### config.mk
export PLATFORM = sky130hd
export DESIGN_NAME = elc_timer_sched
export DESIGN_NICKNAME = d
export VERILOG_FILES = /design/src/rtl/elc_timer_sched.sv
export SDC_FILE = /design/constraint.sdc
export NUM_CORES = 1
export LEC_CHECK = 0
export ABC_CLOCK_PERIOD_IN_PS = 1800
export CAP_MARGIN = 20
export CORE_MARGIN = 3
export CORE_UTILIZATION = 47
export CTS_CLUSTER_SIZE = 16
export DETAILED_ROUTE_END_ITERATION = 16
export GPL_ROUTABILITY_DRIVEN = 0
export MAX_ROUTING_LAYER = met4
export PLACE_DENSITY = 0.73
export SYNTH_ARGS = -nofsm -noshare
export SYNTH_HDL_FRONTEND = slang
export SYNTH_SLANG_ARGS = --single-unit
export TNS_END_PERCENT = 10
### constraint.sdc
create_clock -name clk -period 1.8 [get_ports clk]
set_clock_uncertainty 0.1 [all_clocks]
set_input_delay 0.18 -clock clk [delete_from_list [all_inputs] [get_ports clk]]
set_output_delay 0.18 -clock clk [all_outputs]
set_load 0.005 [all_outputs]
### src/rtl/elc_timer_sched.sv
// elc_timer_sched: one shared down-counter serving short/long penalty timeouts
// for a bank of lock controllers, granted round-robin.
module elc_timer_sched #(
  parameter int unsigned N            = 2,
  parameter int unsigned IDW          = 1,
  parameter int unsigned CW           = 8,
  parameter int unsigned SHORT_CYCLES = 16,
  parameter int unsigned LONG_CYCLES  = 64
) (
  input  logic           clk,
  input  logic           reset,
  input  logic [N-1:0]   trS,
  input  logic [N-1:0]   trL,
  input  logic [N-1:0]   cancel,
  output logic [N-1:0]   tS,
  output logic [N-1:0]   tL,
  output logic           busy,
  output logic [IDW-1:0] active_id
);

  localparam logic [1:0] S_IDLE  = 2'd0;
  localparam logic [1:0] S_COUNT = 2'd1;
  localparam logic [1:0] S_DONE  = 2'd2;

  localparam logic [CW-1:0]  SHORT_LOAD = CW'(SHORT_CYCLES - 1);
  localparam logic [CW-1:0]  LONG_LOAD  = CW'(LONG_CYCLES - 1);
  localparam logic [IDW-1:0] LAST_INIT  = IDW'(N - 1);

  // Registered state
  logic [1:0]     state;
  logic [N-1:0]   pend;
  logic [N-1:0]   kind;
  logic [CW-1:0]  cnt;
  logic [IDW-1:0] last;
  logic           akind;

  // Next-state values
  logic [1:0]     state_nxt;
  logic [N-1:0]   pend_nxt;
  logic [N-1:0]   kind_nxt;
  logic [CW-1:0]  cnt_nxt;
  logic [IDW-1:0] last_nxt;
  logic           akind_nxt;
  logic [N-1:0]   ts_nxt;
  logic [N-1:0]   tl_nxt;
  logic           busy_nxt;
  logic [IDW-1:0] aid_nxt;

  // Arbitration results
  logic [N-1:0]   req_c;
  logic           grant_valid;
  logic [IDW-1:0] grant_id;
  int             scan_pos;
  logic [IDW-1:0] scan_id;

  assign req_c = trS | trL;

  // Round-robin pick: first pending index after the last one served
  always_comb begin
    grant_valid = 1'b0;
    grant_id    = '0;
    scan_pos    = 0;
    scan_id     = '0;
    for (int k = 0; k < int'(N); k++) begin
      scan_pos = int'(last) + 1 + k;
      if (scan_pos >= int'(N)) scan_pos = scan_pos - int'(N);
      scan_id = IDW'(scan_pos);
      if (!grant_valid && pend[scan_id]) begin
        grant_valid = 1'b1;
        grant_id    = scan_id;
      end
    end
  end

  // Next-state, pending latch and output decode
  always_comb begin
    state_nxt = state;
    pend_nxt  = pend;
    kind_nxt  = kind;
    cnt_nxt   = cnt;
    last_nxt  = last;
    akind_nxt = akind;
    aid_nxt   = active_id;
    ts_nxt    = '0;
    tl_nxt    = '0;

    // New requests override a same-cycle cancel; trL selects the long timeout
    for (int i = 0; i < int'(N); i++) begin
      if (req_c[i]) begin
        pend_nxt[i] = 1'b1;
        kind_nxt[i] = trL[i];
      end else if (cancel[i]) begin
        pend_nxt[i] = 1'b0;
      end
    end

    case (state)
      S_IDLE: begin
        if (grant_valid) begin
          state_nxt = S_COUNT;
          aid_nxt   = grant_id;
          akind_nxt = kind[grant_id];
          cnt_nxt   = kind[grant_id] ? LONG_LOAD : SHORT_LOAD;
          // A fresh request from the granted lock re-queues it
          if (!req_c[grant_id]) pend_nxt[grant_id] = 1'b0;
        end
      end
      S_COUNT: begin
        if (cancel[active_id]) begin
          state_nxt = S_IDLE;
          last_nxt  = active_id;
          aid_nxt   = '0;
        end else if (cnt == '0) begin
          state_nxt         = S_DONE;
          ts_nxt[active_id] = ~akind;
          tl_nxt[active_id] = akind;
        end else begin
          cnt_nxt = cnt - CW'(1);
        end
      end
      S_DONE: begin
        state_nxt = S_IDLE;
        last_nxt  = active_id;
        aid_nxt   = '0;
      end
      default: begin
        state_nxt = S_IDLE;
        aid_nxt   = '0;
      end
    endcase

    busy_nxt = (state_nxt != S_IDLE);
  end

  // State and output registers with synchronous reset
  always_ff @(posedge clk) begin
    if (reset) begin
      state     <= S_IDLE;
      pend      <= '0;
      kind      <= '0;
      cnt       <= '0;
      last      <= LAST_INIT;
      akind     <= 1'b0;
      tS        <= '0;
      tL        <= '0;
      busy      <= 1'b0;
      active_id <= '0;
    end else begin
      state     <= state_nxt;
      pend      <= pend_nxt;
      kind      <= kind_nxt;
      cnt       <= cnt_nxt;
      last      <= last_nxt;
      akind     <= akind_nxt;
      tS        <= ts_nxt;
      tL        <= tl_nxt;
      busy      <= busy_nxt;
      active_id <= aid_nxt;
    end
  end

endmodule

==> flow_metrics.py <==
metrics = {
    "outcome": {
        "status": "complete, no violations",
    },
    "critical_path": {
        "worst_setup_path_start_kind": "flip-flop",
        "r2r_end": "cnt[6]",
        "r2r_start": "cnt[0]",
        "crit_fanout": 4,
        "endpoint": "cnt[6]",
        "critPathArrivalTime_ns": 1.84,
        "crit_type": "flip-flop to flip-flop",
        "cp.required_ns": 1.92,
        "rrSetupSlack_ns": 0.08,
        "endpoint_kind": "flip-flop",
        "crit_start": "cnt[0]",
        "rr_worst_depth": 7,
    },
    "yosys": {
        "yosys_warnings": 0,
        "synth.distinct_cells": 35,
        "async_reset_ff_frac": 0,
        "ys.flop_type": "dfxtp_1",
        "synth_seq_area_share": 0.436,
        "netlist_top_cells_area": "dfxtp_1 (44%), nor2_1 (7.4%), a21oi_1 (5.4%)",
        "synth-seq-cells": 22,
        "synth_area_um2": 1010,
        "synth_top_area_share": 0.436,
        "postSynthCellCount": 116,
        "synth_area_per_cell_um2": 8.72,
        "synth_edf_count": 0,
        "yosys.area.top_type": "dfxtp_1",
        "syn_nets": 125,
    },
    "die": {
        "die_h_um": 52.4,
        "die-area_um2": 2740,
        "initial_core_util": 0.505,
        "num_rows": 16,
        "coreArea_um2": 2000,
        "die_w_um": 52.4,
        "io_pins": 14,
    },
    "power": {
        "seqPwrFrac": 0.472,
        "pwr-share-clk": 0.230,
        "p_leak_nw": 0.539,
        "p_sw_w": 0.000367,
        "internal_power_w": 0.000840,
        "power.density_nw_per_um2": 901,
        "p_sw_frac": 0.304,
        "ir_drop_v": 0.000590,
        "combPwrFrac": 0.298,
    },
    "global_route": {
        "grt_pass1_wl_um": 3620,
        "grt_max_degree": 13,
        "first_global_vias": 846,
        "grt-ovfl-total": 0,
        "antenna_found_initial": 0,
        "gr-usage-all-layers": 0.178,
    },
    "place": {
        "dp.cells": 166,
        "dpl.hpwl_um": 1580,
        "port_buffers": 13,
        "dp_slack_ns": -0.0640,
    },
    "routing": {
        "ant_nets": 0,
        "drt-initial-drc-count": 14,
        "post_drt_wl_per_cell_um": 12.1,
        "drcViolationCount": 0,
        "first_pass_iters": 4,
        "viasPerCell": 5.33,
        "vias": 912,
        "routed_wl_um": 2070,
    },
    "timing": {
        "maxSlewHeadroom": 0.686,
        "min_period_over_period": 0.956,
        "fin_ws_ns": 0.0794,
        "setup_viol": 0,
        "fmax_ghz": 0.581,
        "tightest_slew_ns": 0.469,
        "hold_viol": 0,
        "finalCriticalPeriod_ns": 1.72,
        "final_max_slew_viol_count": 0,
        "rsz0062_at_grt": "true",
    },
    "layout": {
        "nNetsFinal": 154,
        "area_growth_pct": 32.4,
        "fin_cells": 171,
        "nFillCells": 174,
        "layout_commonest_cell": "dfxtp_1",
        "register_area_um2": 442,
        "diodes": 0,
        "multi_input_area_um2": 553,
        "layout_common_cells": "dfxtp_1 (21), nor2_1 (20), clkdlybuf4s50_1 (13), buf_4 (13), a21oi_1 (11)",
        "drive_above_1_share": 0.222,
    },
    "clock_tree": {
        "root_buffer": "clkbuf_4",
        "path_clk_slew_ns": 0.13,
        "clock_path_buffers": 2,
        "worstSkewPairLatency_ns": 0.31,
        "clkSinkCount": 22,
        "cts_buffers": 3,
        "hold_buffers": 0,
        "cts_tree": "built",
        "htreeDepth": 1,
    },
    "flow_run": {
        "max_cap_violations": 0,
    },
    "worst_hold_path": {
        "min_path_type": "flip-flop to flip-flop",
    },
}
-- routing by layer --
metal | share of wire | global-route usage | vias up
met1 | 0.46 | 0.215 | 424
li1 | - | - | 472
met2 | 0.49 | 0.295 | 14
met4 | 0.013 | 0.0638 | 0
met3 | 0.032 | 0.0342 | 2
met5 | 0 | - | -
-- synth_stat cells (2+ instances only) --
| cell type | instances |
|---|---|
| nor4_2 | 2 |
| nor3_1 | 5 |
| inv_1 | 7 |
| mux2_4 | 2 |
| mux2i_1 | 2 |
| nor2b_1 | 2 |
| nand2b_1 | 2 |
| nor3b_1 | 2 |
| a311oi_1 | 2 |
| nand3b_1 | 2 |
| dfxtp_1 | 22 |
| a21oi_1 | 11 |
| o21ai_0 | 8 |
| a211oi_1 | 3 |
| nor2_1 | 20 |
| nand2_1 | 5 |
-- power by group through the flow --
stage / clock, W / combinational (W) / sequential (W)
3_5_place_dp: 0 / 0.000331 / 0.000577
6_report: 0.000277 / 0.000359 / 0.000570
4_1_cts: 0.000287 / 0.000337 / 0.000565
3_3_place_gp: 0 / 0.000325 / 0.000575
5_1_grt: 0.000300 / 0.000401 / 0.000576
2_1_floorplan: 0 / 0.000203 / 0.000570
-- critical path, cell delays in order (launching register included) --
cell and delay, ns:
dfxtp_2 0.35, inv_2 0.06, ha_2 0.17, nor3b_4 0.21
nand2_2 0.13, o21a_4 0.24, nand3_2 0.08, mux2_4 0.29
-- timing repair --
action | in CTS | in global routing
gates resized for setup | 1 | 6
cloned | 0 | 0
setup endpoints to repair | 1 | 10
setup buffers | 0 | 1
-- final cells by class --
class / count / area share
Timing Repair Buffer: 27 / 0.185
Inverter: 7 / 0.0196
Sequential cell: 22 / 0.330
Tap cell: 27 / 0.0252
Clock buffer: 4 / 0.0271
Multi-Input combinational cell: 84 / 0.413
-- registers in the layout, summed over array words and instances, names as in the netlist --
signal	flops
akind	1
tL	2
active_id	1
cnt	8
tS	2
busy	1
last	1
pend	2
state	2
kind	2
-- worst min-delay path by stage --
stage | startpoint | to | cells after the start
after floorplan | trL[0] | kind[0] | 2
after global placement | akind | tL[0] | 2
after detailed placement | akind | tL[0] | 2
after CTS | akind | tL[0] | 2
after global routing | trL[1] | pend[1] | 3
final | akind | tL[0] | 2
-- stage by stage --
step | instance area (µm²) | hold slack (ns) | power (W) | util | setup TNS (ns)
6_report | 1340 | 0.374 | 0.00121 | 0.669 | 0
5_1_grt | 1340 | 0.388 | 0.00128 | 0.669 | -0.00607
4_1_cts | 1310 | 0.377 | 0.00119 | 0.656 | 0
3_5_place_dp | 1270 | 0.360 | 0.000907 | 0.636 | -0.207
3_3_place_gp | 1270 | 0.357 | 0.000900 | 0.636 | -0.0776
2_1_floorplan | 1010 | 0.197 | 0.000773 | - | 0
-- kinds of logic (layout without fill, tap and decap cells) --
| logic type | after synthesis | after routing | synth area share |
|---|---|---|---|
| buffers and inverters | 10 | 38 | 0.0384 |
| multiplexers | 4 | 4 | 0.0495 |
| AO/OA/AOI/OAI | 29 | 29 | 0.189 |
| flip-flops | 22 | 22 | 0.436 |
| XOR/XNOR | 1 | 1 | 0.00866 |
| AND/OR/NAND/NOR | 49 | 49 | 0.266 |
| adder cells (fa/ha/maj) | 1 | 1 | 0.0124 |
Note: power is estimated with default switching activity, not from simulation.
